==> config.mk <==
export PLATFORM = sky130hd
export DESIGN_NAME = store_buffer_flat
export DESIGN_NICKNAME = d
export VERILOG_FILES = /design/src/rtl/store_buffer_pkg.sv /design/src/rtl/store_buffer_if.sv /design/src/rtl/store_align.sv /design/src/rtl/store_buffer.sv /design/src/flat_wrapper.sv
export SDC_FILE = /design/constraint.sdc
export NUM_CORES = 1
export LEC_CHECK = 0
export BUFFER_PORTS_ARGS = -buffer_cell sky130_fd_sc_hd__buf_2
export CAP_MARGIN = 20
export CORE_MARGIN = 2
export CORE_UTILIZATION = 50
export DETAILED_ROUTE_END_ITERATION = 10
export HOLD_SLACK_MARGIN = 0.08
export PLACE_DENSITY = 0.7
export SLEW_MARGIN = 10
export SYNTH_ARGS = -nofsm -noshare
export SYNTH_HDL_FRONTEND = slang
export SYNTH_HIERARCHICAL = 1
export SYNTH_SLANG_ARGS = --single-unit
==> constraint.sdc <==
create_clock -name clk -period 5.4 [get_ports clk]
set_input_delay 0.27 -clock clk [delete_from_list [all_inputs] [get_ports clk]]
set_output_delay 0.27 -clock clk [all_outputs]
set_load 0.02 [all_outputs]
==> src/rtl/store_buffer_pkg.sv <==
// Shared CPU definitions for the store path: store sizes, bus size codes,
// the queued-store entry and the drain FSM encoding.
package CPU_Defines;

  typedef enum logic [1:0] {
    STORETYPE_SB = 2'd0,
    STORETYPE_SH = 2'd1,
    STORETYPE_SW = 2'd2
  } StoreType;

  localparam logic [1:0] SIZE_BYTE = 2'd0;
  localparam logic [1:0] SIZE_HALF = 2'd1;
  localparam logic [1:0] SIZE_WORD = 2'd2;

  typedef struct packed {
    logic [31:0] addr;
    logic [31:0] wdata;
    logic [3:0]  wstrb;
    logic [1:0]  size;
  } sb_entry_t;

  typedef enum logic [1:0] {
    SB_IDLE = 2'd0,
    SB_REQ  = 2'd1,
    SB_WAIT = 2'd2
  } sb_state_t;

endpackage

==> src/rtl/store_buffer_if.sv <==
// SRAM-like write bus between the store buffer (master) and memory (slave).
// data_req_o is held with stable payload until data_addr_ok_i; data_data_ok_i
// marks completion and never arrives in the same cycle as data_addr_ok_i.
interface store_buffer_if;
  logic        data_req_o;
  logic        data_wr_o;
  logic [1:0]  data_size_o;
  logic [31:0] data_addr_o;
  logic [31:0] data_wdata_o;
  logic [3:0]  data_wstrb_o;
  logic        data_addr_ok_i;
  logic        data_data_ok_i;

  modport master (
    output data_req_o, data_wr_o, data_size_o, data_addr_o, data_wdata_o, data_wstrb_o,
    input  data_addr_ok_i, data_data_ok_i
  );

  modport slave (
    input  data_req_o, data_wr_o, data_size_o, data_addr_o, data_wdata_o, data_wstrb_o,
    output data_addr_ok_i, data_data_ok_i
  );
endinterface

==> src/rtl/store_align.sv <==
// Combinational store alignment: lane replication, byte strobes, bus size
// code and the misaligned-store exception flag.
module store_align
  import CPU_Defines::*;
(
  input  logic        valid,
  input  StoreType    store_type,
  input  logic [1:0]  addr_lo,
  input  logic [31:0] data,
  output logic [31:0] wdata,
  output logic [3:0]  wstrb,
  output logic [1:0]  size,
  output logic        ades
);

  logic misaligned;

  always_comb begin
    wdata      = data;
    wstrb      = 4'b1111;
    size       = SIZE_WORD;
    misaligned = (addr_lo != 2'b00);
    case (store_type)
      STORETYPE_SB: begin
        wdata      = {4{data[7:0]}};
        wstrb      = 4'b0001 << addr_lo;
        size       = SIZE_BYTE;
        misaligned = 1'b0;
      end
      STORETYPE_SH: begin
        wdata      = {2{data[15:0]}};
        wstrb      = addr_lo[1] ? 4'b1100 : 4'b0011;
        size       = SIZE_HALF;
        misaligned = addr_lo[0];
      end
      default: ;
    endcase
  end

  assign ades = valid & misaligned;

endmodule

==> src/rtl/store_buffer.sv <==
// Committed-store FIFO draining one write at a time onto the data bus.
// Optional macro SB_STALL_CNT_EN builds a saturating store-stall cycle counter.
module store_buffer
  import CPU_Defines::*;
#(
  parameter int DEPTH = 4,
  parameter int PTR_W = $clog2(DEPTH)
) (
  input  logic        clk,
  input  logic        rst,
  input  logic        MEM_StoreValid_i,
  input  StoreType    MEM_StoreType_i,
  input  logic [31:0] MEM_Addr_i,
  input  logic [31:0] MEM_StoreData_i,
  output logic        MEM_StoreReady_o,
  output logic        MEM_AdES_o,
  input  logic [31:0] LD_Addr_i,
  output logic        LD_Hit_o,
  output logic        SB_Empty_o,
  store_buffer_if.master bus,
  output logic [31:0] SB_StallCnt_o,
  output sb_state_t   dbg_state
);

  sb_entry_t        mem [DEPTH];
  sb_entry_t        head, new_entry;
  logic [PTR_W-1:0] wr_ptr, rd_ptr, off;
  logic [PTR_W:0]   count;
  sb_state_t        state, state_nxt;
  logic [31:0]      al_wdata;
  logic [3:0]       al_wstrb;
  logic [1:0]       al_size;
  logic             full, push, pop;
  logic             unused_ld;

  store_align u_align (
    .valid      (MEM_StoreValid_i),
    .store_type (MEM_StoreType_i),
    .addr_lo    (MEM_Addr_i[1:0]),
    .data       (MEM_StoreData_i),
    .wdata      (al_wdata),
    .wstrb      (al_wstrb),
    .size       (al_size),
    .ades       (MEM_AdES_o)
  );

  assign full             = (count == (PTR_W+1)'(DEPTH));
  assign MEM_StoreReady_o = !full;
  assign push             = MEM_StoreValid_i & !full & !MEM_AdES_o;
  assign pop              = (state == SB_WAIT) & bus.data_data_ok_i;
  assign head             = mem[rd_ptr];
  assign new_entry        = '{addr: MEM_Addr_i, wdata: al_wdata, wstrb: al_wstrb, size: al_size};
  assign unused_ld        = &{1'b0, LD_Addr_i[1:0]};

  // Payloads carry no reset; occupancy alone decides which slots are live.
  always_ff @(posedge clk) begin
    if (push) mem[wr_ptr] <= new_entry;
  end

  always_ff @(posedge clk) begin
    if (rst) begin
      wr_ptr <= '0;
      rd_ptr <= '0;
      count  <= '0;
    end else begin
      if (push) wr_ptr <= wr_ptr + PTR_W'(1);
      if (pop)  rd_ptr <= rd_ptr + PTR_W'(1);
      case ({push, pop})
        2'b10:   count <= count + (PTR_W+1)'(1);
        2'b01:   count <= count - (PTR_W+1)'(1);
        default: ;
      endcase
    end
  end

  always_ff @(posedge clk) begin
    if (rst) state <= SB_IDLE;
    else     state <= state_nxt;
  end

  // Leaving IDLE on a same-cycle push lets a store reach the bus one cycle later.
  always_comb begin
    state_nxt = state;
    case (state)
      SB_IDLE: if (count != '0 || push) state_nxt = SB_REQ;
      SB_REQ:  if (bus.data_addr_ok_i) state_nxt = SB_WAIT;
      SB_WAIT: if (bus.data_data_ok_i)
                 state_nxt = (count > (PTR_W+1)'(1)) ? SB_REQ : SB_IDLE;
      default: state_nxt = SB_IDLE;
    endcase
  end

  always_comb begin
    bus.data_req_o   = (state == SB_REQ);
    bus.data_wr_o    = 1'b1;
    bus.data_size_o  = head.size;
    bus.data_addr_o  = head.addr;
    bus.data_wdata_o = head.wdata;
    bus.data_wstrb_o = head.wstrb;
    SB_Empty_o       = (count == '0) & (state == SB_IDLE);
    dbg_state        = state;
  end

  // A slot is live when its distance from the head is below the occupancy.
  always_comb begin
    LD_Hit_o = 1'b0;
    off      = '0;
    for (int i = 0; i < DEPTH; i++) begin
      off = PTR_W'(i) - rd_ptr;
      if (({1'b0, off} < count) && (mem[i].addr[31:2] == LD_Addr_i[31:2]))
        LD_Hit_o = 1'b1;
    end
  end

`ifdef SB_STALL_CNT_EN
  logic [31:0] stall_cnt;
  always_ff @(posedge clk) begin
    if (rst)
      stall_cnt <= '0;
    else if (MEM_StoreValid_i & full & ~&stall_cnt)
      stall_cnt <= stall_cnt + 32'd1;
  end
  assign SB_StallCnt_o = stall_cnt;
`else
  assign SB_StallCnt_o = '0;
`endif

endmodule

==> src/flat_wrapper.sv <==
// flat-port wrapper written by rule: the top's interface ports become plain ports
module store_buffer_flat import CPU_Defines::*;
#(
  parameter int DEPTH = 4,
  parameter int PTR_W = $clog2(DEPTH)
)
  (clk, rst, MEM_StoreValid_i, MEM_StoreType_i, MEM_Addr_i, MEM_StoreData_i, MEM_StoreReady_o, MEM_AdES_o, LD_Addr_i, LD_Hit_o, SB_Empty_o, SB_StallCnt_o, dbg_state, bus_data_req_o, bus_data_wr_o, bus_data_size_o, bus_data_addr_o, bus_data_wdata_o, bus_data_wstrb_o, bus_data_addr_ok_i, bus_data_data_ok_i);
  store_buffer_if bus_i ();
  input  logic clk;
  input  logic rst;
  input  logic MEM_StoreValid_i;
  input  StoreType MEM_StoreType_i;
  input  logic [31:0] MEM_Addr_i;
  input  logic [31:0] MEM_StoreData_i;
  output logic MEM_StoreReady_o;
  output logic MEM_AdES_o;
  input  logic [31:0] LD_Addr_i;
  output logic LD_Hit_o;
  output logic SB_Empty_o;
  output logic [31:0] SB_StallCnt_o;
  output sb_state_t dbg_state;
  output wire logic [$bits(bus_i.data_req_o)-1:0] bus_data_req_o;
  output wire logic [$bits(bus_i.data_wr_o)-1:0] bus_data_wr_o;
  output wire logic [$bits(bus_i.data_size_o)-1:0] bus_data_size_o;
  output wire logic [$bits(bus_i.data_addr_o)-1:0] bus_data_addr_o;
  output wire logic [$bits(bus_i.data_wdata_o)-1:0] bus_data_wdata_o;
  output wire logic [$bits(bus_i.data_wstrb_o)-1:0] bus_data_wstrb_o;
  input wire logic [$bits(bus_i.data_addr_ok_i)-1:0] bus_data_addr_ok_i;
  input wire logic [$bits(bus_i.data_data_ok_i)-1:0] bus_data_data_ok_i;
  assign bus_data_req_o = bus_i.data_req_o;
  assign bus_data_wr_o = bus_i.data_wr_o;
  assign bus_data_size_o = bus_i.data_size_o;
  assign bus_data_addr_o = bus_i.data_addr_o;
  assign bus_data_wdata_o = bus_i.data_wdata_o;
  assign bus_data_wstrb_o = bus_i.data_wstrb_o;
  assign bus_i.data_addr_ok_i = bus_data_addr_ok_i;
  assign bus_i.data_data_ok_i = bus_data_data_ok_i;
  store_buffer #(.DEPTH(DEPTH), .PTR_W(PTR_W)) u_core (.clk(clk), .rst(rst), .MEM_StoreValid_i(MEM_StoreValid_i), .MEM_StoreType_i(MEM_StoreType_i), .MEM_Addr_i(MEM_Addr_i), .MEM_StoreData_i(MEM_StoreData_i), .MEM_StoreReady_o(MEM_StoreReady_o), .MEM_AdES_o(MEM_AdES_o), .LD_Addr_i(LD_Addr_i), .LD_Hit_o(LD_Hit_o), .SB_Empty_o(SB_Empty_o), .bus(bus_i), .SB_StallCnt_o(SB_StallCnt_o), .dbg_state(dbg_state));
endmodule
==> flow_metrics.py, run 1 <==
metrics = {
    "status": {
        "status": "finished, final reports clean",
    },
    "sta": {
        "max_freq_ghz": 0.3281,
        "tightest_slew_ps": 976.0,
        "clock-skew-final_ps": 9.597,
        "timing.final.crit_share_pct": 56.44,
        "hold_viol_final": 0,
        "rsz0062_at_grt": "no",
        "slew_headroom_pct": 34.93,
        "setup_tns_ps": 0,
        "finalSetupViolCount": 0,
        "min_period_ps": 3048,
        "finalMaxSlewViolations": 0,
    },
    "placed_design": {
        "post-place-cells": 1190,
        "hpwlAfterDp_mm": 18.71,
        "placed_area_um2": 13890,
        "io_buffers": 177,
        "gp_congestion": 0.8913,
    },
    "cells_and_area": {
        "drive_gt1_share_pct": 33.51,
        "area_growth_pct": 19.82,
        "instances_no_fill": 1296,
        "fin_util_pct": 61.03,
        "final_area_um2": 15370,
        "nets": 1055,
    },
    "synthesis": {
        "syn-cell-area_um2": 12830,
        "syn_inst": 709,
        "netlist-cell-type-count": 38,
        "yosysMostFrequentCell": "edfxtp_1",
        "yosys.area.top_type_share_pct": 65.55,
        "ys.flop_type": "edfxtp_1",
        "async_reset_ff_share_pct": 0,
        "avgSynthCellArea_um2": 18.09,
        "ys_top_cells_by_area": "edfxtp_1 (66%), mux4_2 (12%), xor2_1 (6.7%)",
        "synth-edff-count": 280,
        "synth_commonest_cells": "edfxtp_1 (280), xor2_1 (98), mux4_2 (70)",
        "ys_seq_area_share_pct": 67.27,
        "synth_seq_cells": 291,
        "yosysWarnings": 6,
        "synth_top_area_cell": "edfxtp_1",
    },
    "job": {
        "maxCapViolations": 0,
    },
    "setup_path": {
        "cp.arrival_ps": 3220,
        "critPathLaunchType": "input port",
        "cp_max_fo": 51,
        "crit_start": "MEM_Addr_i[1]",
        "crit_type": "input port to register",
        "r2r-start": "u_core/count[0]$_SDFFE_PP0P_",
        "endpoint_kind": "register",
        "crit_required_ps": 5570,
    },
    "pwr": {
        "finalPower_mw": 5.317,
        "ir_worst_vdd_mv": 0.2482,
        "p_leak_nw": 5.408,
        "power_density_nw_per_um2": 346.0,
    },
    "grt": {
        "grt_pass1_wl_mm": 41.24,
        "gr-total-overflow": 0,
        "grt_usage_pct": 20.88,
        "grt_max_degree": 59,
        "antenna_found_initial": 1,
        "grt_pass1_vias": 7076,
    },
    "drt": {
        "drtIter0Drc": 479,
        "totalWireLength_mm": 28.19,
        "final_antenna_net_count": 0,
        "viasPerCell": 5.414,
        "drc_errors": 0,
        "num_vias": 7017,
        "post_drt_wl_per_cell_um": 21.75,
        "first_pass_iters": 5,
    },
    "die": {
        "dieWidth_um": 164.2,
        "dieArea_um2": 26950,
        "rows": 58,
        "dieHeight_um": 164.2,
        "coreArea_um2": 25180,
        "start_util_pct": 50.93,
        "ios": 213,
    },
    "cts": {
        "cts_buffers": 34,
        "ctsLongestPathBuffers": 3,
        "clk_pin_slew_ps": 50,
        "cts_setup_buffers": 0,
        "cts_sinks": 291,
        "clockRootBuffer": "clkbuf_16",
        "tritoncts": "yes",
        "clk_latency_ps": 500,
        "h-tree-depth": 2,
    },
    "min_path": {
        "worstHoldStart": "MEM_StoreData_i[23]",
        "min_path_type": "input port to register",
    },
}
==> stage by stage <==
step / hold slack (ps) / worst slack [ps]
2_1_floorplan: 368.9 / 2050
3_3_place_gp: 485.5 / 2150
3_5_place_dp: 487.3 / 2086
4_1_cts: 102.4 / 2267
5_1_grt: 125.1 / 2109
6_report: 130.8 / 2352
==> cells by family after synthesis <==
| group | synth area share [%] |
|---|---|
| xor gates and xnor gates | 8.604 |
| muxes | 14.48 |
| adders and majority gates | 1.268 |
| other | 0.05855 |
| and+or+nand+nor | 3.209 |
| AOI/OAI and AO/OA | 1.561 |
| DFF | 67.27 |
| buffers and inverters | 3.551 |
==> final timing paths <==
check / end / slack [ps] / cells after the start
worst max-delay path: u_core/mem[3][24]$_DFFE_PP_ / 2350 / 8
worst min-delay path: u_core/mem[2][29]$_DFFE_PP_ / 130 / 2
worst min register to register: u_core/wr_ptr[1]$_SDFFE_PP0P_ / 590 / 2
worst max register to register: u_core/mem[3][24]$_DFFE_PP_ / 2450 / 5
==> per-layer routing <==
| layer | GRT usage (%) | vias up | share of wire (%) |
|---|---|---|---|
| li1 | - | 3167 | - |
| met1 | 26.90 | 3552 | 40 |
| met2 | 35.70 | 261 | 51 |
| met3 | 4.949 | 37 | 7.8 |
| met4 | 5.622 | 0 | 1.9 |
| met5 | 0 | - | 0 |
==> power by group <==
part | switching [mW] | total [mW] | internal [mW] | leakage (nW)
Clock | 0.836 | 2.10 | 1.27 | 0.510
Sequential | 0.0392 | 2.63 | 2.59 | 2.65
Combinational | 0.357 | 0.583 | 0.226 | 2.25
Total | 1.23 | 5.32 | 4.08 | 5.41
==> worst max-delay path, stage by stage <==
cell           delay, ps
dlygate4sd3_1        530
buf_2                170
o21ai_0              170
a21boi_1              90
nand2b_1             190
a21oi_1              500
and2_4               810
buf_4                430
==> placed cells by master, fill, tap and decap left out, types with 8 or more instances in the layout <==
| cell | n |
|---|---|
| nand4_1 | 10 |
| inv_1 | 10 |
| dlygate4sd3_1 | 43 |
| clkbuf_16 | 34 |
| nand2_1 | 12 |
| ha_1 | 13 |
| mux4_2 | 70 |
| dfxtp_1 | 9 |
| nor2_1 | 12 |
| mux2_2 | 16 |
| buf_2 | 177 |
| xor2_1 | 98 |
| nor4_1 | 22 |
| a21oi_1 | 8 |
| xnor2_1 | 28 |
| clkbuf_1 | 12 |
| conb_1 | 33 |
| edfxtp_1 | 280 |
| mux2i_1 | 10 |
==> timing repair <==
action	in CTS	in global routing
hold buffers	43	0
hold endpoints to repair	167	0
gates resized for setup	0	0
==> sequential cells by signal (all words and copies together), names as in the netlist, named ones only <==
register          count
u_core/count          3
u_core/dbg_state      2
u_core/mem          280
u_core/rd_ptr         2
u_core/wr_ptr         2
==> area by class of cell <==
type	instances	area (µm²)
Tap cell	330	412.9
Sequential cell	291	8636
Timing Repair Buffer	227	1369
Clock buffer	46	895.9
Inverter	10	37.54
Fill cell	1865	9813
Clock inverter	15	143.9
Antenna cell	2	5.005
Multi-Input combinational cell	375	3869
Power figures use the tool's default switching activity.
==> run 2: changes to the inputs <==
--- a/config.mk
+++ b/config.mk
@@ -11,7 +11,7 @@
 export CORE_UTILIZATION = 50
 export DETAILED_ROUTE_END_ITERATION = 10
 export HOLD_SLACK_MARGIN = 0.08
-export PLACE_DENSITY = 0.7
+export PLACE_DENSITY = 0.73
 export SLEW_MARGIN = 10
 export SYNTH_ARGS = -nofsm -noshare
 export SYNTH_HDL_FRONTEND = slang
==> constraint.sdc (replaced) <==
create_clock -name clk -period 2.5 [get_ports clk]
set_input_delay 0.125 -clock clk [delete_from_list [all_inputs] [get_ports clk]]
set_output_delay 0.125 -clock clk [all_outputs]
set_load 0.02 [all_outputs]
==> run 2 against run 1 <==
Against the previous run: combinational power grew 130%; largest power group unchanged; sequential power rose by 120%; cell count rose by 2.8%; highest routed layer is now met5; routed wire length is 3.0% higher.
==> flow_metrics.py, run 2 (synthesis results as in run 1) <==
metrics = {
    "status": {
        "status": "finished, final reports clean",
    },
    "setup_path": {
        "slowest_delay_ps": 420,
        "crit_required_ps": 2380,
        "rr_endpoint": "u_core/count[2]$_SDFFE_PP0P_",
        "cp.arrival_ps": 2360,
        "crit_top_cell": "nor4_1",
        "crit_type": "register to output port",
        "r2r-start": "u_core/count[0]$_SDFFE_PP0P_",
        "cp_max_fo": 2,
        "endpoint_kind": "output port",
        "critPathLaunchType": "register",
        "critPathSlowestCell": "nor4_1",
        "rrSetupSlack_ps": 450,
        "worstPathCellList": "xor2_1 -> nor4_1 -> nand4_1 -> nor4_1 -> or4_4 -> buf_6",
        "rr_worst_depth": 9,
    },
    "sta": {
        "rsz0062_at_grt": "yes",
        "clock-skew-final_ps": 12.26,
        "hold_ws_ps": 152.8,
        "max_freq_ghz": 0.4020,
        "finalSetupViolCount": 0,
        "min_period_ps": 2488,
        "finalMaxSlewViolations": 0,
        "timing.final.crit_share_pct": 99.51,
        "hold_viol_final": 0,
    },
    "grt": {
        "grt_pass1_wl_mm": 43.06,
        "antenna_found_initial": 3,
        "grt_usage_pct": 21.53,
        "gr-total-overflow": 0,
        "grt_max_degree": 41,
        "grt_pass1_vias": 7383,
    },
    "cells_and_area": {
        "largest_reg_flops": 280,
        "area_growth_pct": 24.74,
        "top_register": "u_core/mem",
        "instances_no_fill": 1332,
        "top_regs": "u_core/mem: 280 flops, u_core/count: 3 flops",
        "layout_commonest_cell": "edfxtp_1",
        "drive_gt1_share_pct": 35.66,
        "nets": 1093,
        "final_cell_mix": "edfxtp_1 (280), buf_2 (176), xor2_1 (97), dlygate4sd3_1 (71), mux4_2 (70)",
    },
    "drt": {
        "final_antenna_net_count": 0,
        "drtIter0Drc": 480,
        "post_drt_wl_per_cell_um": 21.80,
        "num_vias": 7278,
        "totalWireLength_mm": 29.03,
        "drc_errors": 0,
        "viasPerCell": 5.464,
        "first_pass_iters": 5,
    },
    "pwr": {
        "p_comb_share_pct": 12.0,
        "p_sw_mw": 2.715,
        "intPower_mw": 8.737,
        "ir_worst_vdd_mv": 0.6539,
        "seqPwrFrac_pct": 49.6,
        "sw_frac_of_total_pct": 23.71,
        "p_leak_nw": 5.612,
        "power.share.clock_pct": 38.4,
        "power_density_nw_per_um2": 715.8,
    },
    "cts": {
        "tritoncts": "yes",
        "ctsLongestPathBuffers": 3,
        "clk_pin_slew_ps": 60,
        "clk_latency_ps": 550,
        "h-tree-depth": 1,
        "cts_sinks": 291,
        "cts_buffers": 31,
        "cts_setup_buffers": 0,
        "clockRootBuffer": "clkbuf_16",
    },
    "placed_design": {
        "post-place-cells": 1203,
        "hpwlAfterDp_mm": 19.22,
        "io_buffers": 177,
        "gp_congestion": 0.8156,
    },
    "job": {
        "maxCapViolations": 0,
    },
    "die": {
        "start_util_pct": 50.93,
        "rows": 58,
        "coreArea_um2": 25180,
        "dieArea_um2": 26950,
        "dieHeight_um": 164.2,
        "ios": 213,
        "dieWidth_um": 164.2,
    },
    "min_path": {
        "whs_endpoint": "u_core/mem[1][1]$_DFFE_PP_",
        "min_path_type": "input port to register",
        "hold_path_depth": 2,
        "worstHoldStart": "MEM_StoreType_i[1]",
    },
}
==> run 2: cell types whose count changed in the layout (fill, tap and decap cells not counted), moves of 4 or more <==
| cell | previous run | this run |
|---|---|---|
| dlygate4sd3_1 | 43 | 71 |
| buf_12 | 0 | 12 |
| nor4_1 | 22 | 13 |
| nor4_2 | 0 | 8 |
| clkbuf_1 | 12 | 5 |
| clkinv_1 | 3 | 9 |
| a2111oi_0 | 5 | 1 |
==> run 2: critical path: cells and delay by family, from the launching register on <==
| family | cells | cell delay, ps |
|---|---|---|
| simple gates | 4 | 1100 |
| xor+xnor | 1 | 200 |
| buf+inv | 1 | 110 |
| flops | 1 | 410 |
==> run 2: how the worst max path moves through the flow <==
| stage | start | to | slack [ps] |
|---|---|---|---|
| 2_1_floorplan | u_core/count[0]$_SDFFE_PP0P_ | u_core/mem[0][0]$_DFFE_PP_ | 30 |
| 3_3_place_gp | u_core/count[1]$_SDFFE_PP0P_ | LD_Hit_o | 420 |
| 3_5_place_dp | u_core/count[1]$_SDFFE_PP0P_ | LD_Hit_o | 370 |
| 4_1_cts | u_core/mem[2][61]$_DFFE_PP_ | LD_Hit_o | 0.8 |
| 5_1_grt | u_core/mem[3][40]$_DFFE_PP_ | LD_Hit_o | -90 |
| 6_report | u_core/mem[3][40]$_DFFE_PP_ | LD_Hit_o | 10 |
==> run 2: cell type report <==
| type | instances | area (µm²) |
|---|---|---|
| Fill cell | 1764 | 9183 |
| Sequential cell | 291 | 8645 |
| Multi-Input combinational cell | 375 | 4008 |
| Timing Repair Buffer | 268 | 1903 |
| Clock buffer | 36 | 794.5 |
| Tap cell | 330 | 412.9 |
| Clock inverter | 21 | 188.9 |
| Inverter | 10 | 45.04 |
| Antenna cell | 1 | 2.502 |
==> run 2: power by group through the flow <==
| stage | combinational, mW | sequential (mW) | clock [mW] |
|---|---|---|---|
| after floorplan | 0.790 | 5.76 | 0 |
| after global placement | 1.24 | 5.77 | 0 |
| after detailed placement | 1.25 | 5.78 | 0 |
| after CTS | 1.36 | 5.68 | 4.49 |
| after global routing | 1.47 | 5.70 | 4.69 |
| final | 1.37 | 5.68 | 4.40 |
==> run 2: timing repair <==
action	CTS	global route
hold buffers	71	0
resized for setup	19	18
pin swaps	6	4
endpoints found under the setup margin	1	1
hold endpoints to repair	279	0
==> run 2: stage by stage <==
| stage | power, mW | setup TNS [ps] | worst slack [ps] | area [µm²] | util (%) |
|---|---|---|---|---|---|
| 6_report | 11.45 | 0 | 12.19 | 16000 | 63.53 |
| 5_1_grt | 11.86 | -92.16 | -92.16 | 16000 | 63.52 |
| 4_1_cts | 11.53 | 0 | 0.8011 | 15920 | 63.24 |
| 3_5_place_dp | 7.030 | 0 | 371.0 | 14140 | 56.16 |
| 3_3_place_gp | 7.014 | 0 | 415.6 | 14140 | 56.16 |
| 2_1_floorplan | 6.553 | 0 | 30.01 | 12950 | - |
==> run 2: routing by layer <==
layer | vias up | track usage (%) | wire length [µm]
met2 | 293 | 37.03 | 14710
li1 | 3247 | - | -
met3 | 37 | 5.253 | 2329
met4 | 4 | 4.147 | 399
met5 | - | 0 | 25
met1 | 3697 | 28.14 | 11570
==> run 3: changes to the inputs <==
--- a/config.mk
+++ b/config.mk
@@ -15,5 +15,4 @@
 export SLEW_MARGIN = 10
 export SYNTH_ARGS = -nofsm -noshare
 export SYNTH_HDL_FRONTEND = slang
-export SYNTH_HIERARCHICAL = 1
 export SYNTH_SLANG_ARGS = --single-unit
==> run 3 against run 2 <==
Against the previous run: core utilization up 0.13 points; worst hold slack worse by 8.9 ps; largest power group unchanged; synthesized cell count shrank 1.7%; non-clock buffer count is the same; sequential power fell by 2%; combinational power down 8%; clock power hardly changed.
==> flow_metrics.py, run 3 <==
metrics = {
    "grt": {
        "grt_usage_pct": 21.91,
        "antenna_found_initial": 4,
        "gr-total-overflow": 0,
        "met1_usage_pct": 28.70,
        "grtUsageMet3_pct": 4.596,
        "grt_max_degree": 42,
        "gr-usage-met2_pct": 37.45,
        "grt_pass1_wl_mm": 43.57,
        "grt_busiest_layer": "met2",
        "grt_pass1_vias": 7430,
    },
    "sta": {
        "setup_tns_ps": 0,
        "slew_headroom_pct": 58.78,
        "finalMaxSlewViolations": 0,
        "hold_viol_final": 0,
        "clock-skew-final_ps": 13.23,
        "max_freq_ghz": 0.4007,
        "min_period_ps": 2495,
        "tightest_slew_ps": 611.9,
        "timing.final.crit_share_pct": 99.82,
        "finalSetupViolCount": 0,
        "rsz0062_at_grt": "yes",
        "timing.final.ws_setup_ps": 4.591,
    },
    "synthesis": {
        "yosysWarnings": 0,
        "async_reset_ff_share_pct": 0,
        "synth_xor_area_share_pct": 8.640,
        "synth_commonest_cells": "edfxtp_1 (280), xor2_1 (98), mux4_2 (70)",
        "synth_mux_area_share_pct": 14.54,
        "synth_top_area_cell": "edfxtp_1",
        "yosys.area.top_type_share_pct": 65.83,
        "synth-simple-area-share_pct": 3.272,
        "synthAdderAreaFrac_pct": 1.274,
        "synth_top_family_by_area": "multiplexers",
        "syn_inst": 697,
        "ys.flop_type": "edfxtp_1",
        "yosysMostFrequentCell": "edfxtp_1",
        "syn-cell-area_um2": 12770,
        "netlist-cell-type-count": 40,
        "synth_seq_cells": 291,
        "ys_seq_area_share_pct": 67.55,
        "synth-compound-area-share_pct": 1.705,
        "avgSynthCellArea_um2": 18.32,
        "ys_top_cells_by_area": "edfxtp_1 (66%), mux4_2 (12%), xor2_1 (6.7%)",
        "synth-edff-count": 280,
    },
    "drt": {
        "first_pass_iters": 5,
        "totalWireLength_mm": 29.69,
        "post_drt_wl_per_cell_um": 22.32,
        "num_vias": 7277,
        "drc_errors": 0,
        "drtIter0Drc": 583,
        "viasPerCell": 5.471,
        "final_antenna_net_count": 0,
    },
    "cells_and_area": {
        "area_growth_pct": 25.16,
        "drive_gt1_share_pct": 36.01,
        "largest_reg_flops": 280,
        "final_area_um2": 15990,
        "top_register": "u_core.mem",
        "layout_commonest_cell": "edfxtp_1",
        "fillCellCount": 1772,
        "fin_util_pct": 63.66,
        "top_regs": "u_core.mem: 280 flops, u_core.count: 3 flops",
        "nets": 1089,
        "final_cell_mix": "edfxtp_1 (280), buf_2 (176), xor2_1 (97), dlygate4sd3_1 (71), mux4_2 (70)",
    },
    "cts": {
        "cts_sinks": 291,
        "clk_latency_ps": 550,
        "h-tree-depth": 1,
        "cts_setup_buffers": 0,
        "clk_pin_slew_ps": 60,
        "tritoncts": "yes",
        "clockRootBuffer": "clkbuf_16",
        "ctsLongestPathBuffers": 3,
        "cts_buffers": 30,
    },
    "placed_design": {
        "hpwlAfterDp_mm": 19.83,
        "io_buffers": 177,
        "gp_congestion": 0.8691,
        "place_ws_ps": 374.8,
        "placed_area_um2": 14180,
    },
    "die": {
        "dieHeight_um": 163.8,
        "dieWidth_um": 163.8,
        "ios": 213,
        "dieArea_um2": 26840,
        "coreArea_um2": 25110,
        "rows": 58,
        "start_util_pct": 50.87,
    },
    "pwr": {
        "ir_worst_vdd_mv": 0.5535,
        "p_leak_nw": 5.600,
        "power_density_nw_per_um2": 704.3,
    },
    "setup_path": {
        "slowest_delay_ps": 420,
        "cp_max_fo": 2,
        "crit_type": "register to output port",
        "r2r-start": "u_core.count[0]$_SDFFE_PP0P_",
        "worstPathCellList": "xor2_1 -> nor4_2 -> nand4_1 -> nor4_1 -> or4_1 -> buf_6",
        "crit_required_ps": 2380,
        "crit_start": "u_core.mem[1][59]$_DFFE_PP_",
        "critPathSlowestCell": "edfxtp_1",
        "endpoint_kind": "output port",
        "critPathLaunchType": "register",
        "cp.arrival_ps": 2370,
    },
    "min_path": {
        "min_path_type": "input port to register",
        "worstHoldStart": "bus_data_data_ok_i",
    },
    "status": {
        "status": "finished, final reports clean",
    },
    "job": {
        "maxCapViolations": 0,
    },
}
-- run 3: changes by cell type in the layout (fill, tap and decap cells not counted), moves of 3 or more --
cell      before  now
clkinv_2       4    8
clkbuf_1       5    2
o21ai_1        7    0
o21ai_0        3   10
-- run 3: what timing repair did --
action	4_1_cts	5_1_grt
pin swaps	6	2
gates resized for setup	16	5
hold buffers	71	0
endpoints found under the setup margin	1	1
hold endpoints to repair	275	0
-- run 3: cell type report --
cell class                 count  area [µm²]  area share (%)
sequential                   291        8637           54.03
multi-input combinational    372        3985           24.93
timing repair buffer         268        1916           11.98
clock buffer                  32       758.2           4.743
tap                          330       412.9           2.583
clock inverter                24       231.5           1.448
inverter                      10       37.54          0.2348
antenna                        3       7.507         0.04696
-- run 3: kinds of logic (layout without fill, tap and decap cells) --
kind of cell / count (synthesis) / in the layout
compound gates: 32 / 32
xor+xnor: 126 / 126
fa+ha+maj: 13 / 13
buf+inv: 65 / 334
flops: 291 / 291
mux: 96 / 96
other cells: 2 / 36
simple gates: 72 / 72
-- run 3: worst paths after layout --
| path | end | slack (ps) | cells past startpoint |
|---|---|---|---|
| hold reg to reg | u_core.wr_ptr[1]$_SDFFE_PP0P_ | 560 | 2 |
| hold / removal | register | 140 | 4 |
| setup / recovery | LD_Hit_o | 5 | 6 |
| setup reg to reg | u_core.dbg_state[0]$_SDFFE_PP0P_ | 310 | 8 |
-- run 3: where the power goes --
group          leakage [nW]  switching [mW]  internal (mW)
logic                  2.48           0.732          0.526
registers              2.64          0.0733           5.52
clock network         0.488            1.80           2.60
total                  5.60            2.61           8.65
-- run 3: routing by layer --
layer / up-vias / wire length, µm
met5: - / 10
met4: 2 / 646
met3: 43 / 2335
met2: 338 / 15040
met1: 3660 / 11660
li1: 3234 / -
-- run 3: per-stage QoR --
| stage | std cells | hold WS, ps | power [mW] |
|---|---|---|---|
| floorplan | 728 | 223.9 | 6.390 |
| global placement | 1200 | 339.2 | 6.815 |
| detailed placement | 1200 | 343.3 | 6.827 |
| CTS | 1327 | 138.4 | 11.31 |
| global route | 1327 | 186.5 | 11.63 |
| finish | 1330 | 143.9 | 11.26 |
-- run 3: worst max-delay path, delay by kind of cell (launching register included) --
family / cells / cell delay, ps
buffers and inverters: 1 / 120
XOR/XNOR: 1 / 220
AND/OR/NAND/NOR: 4 / 1070
flip-flops: 1 / 420
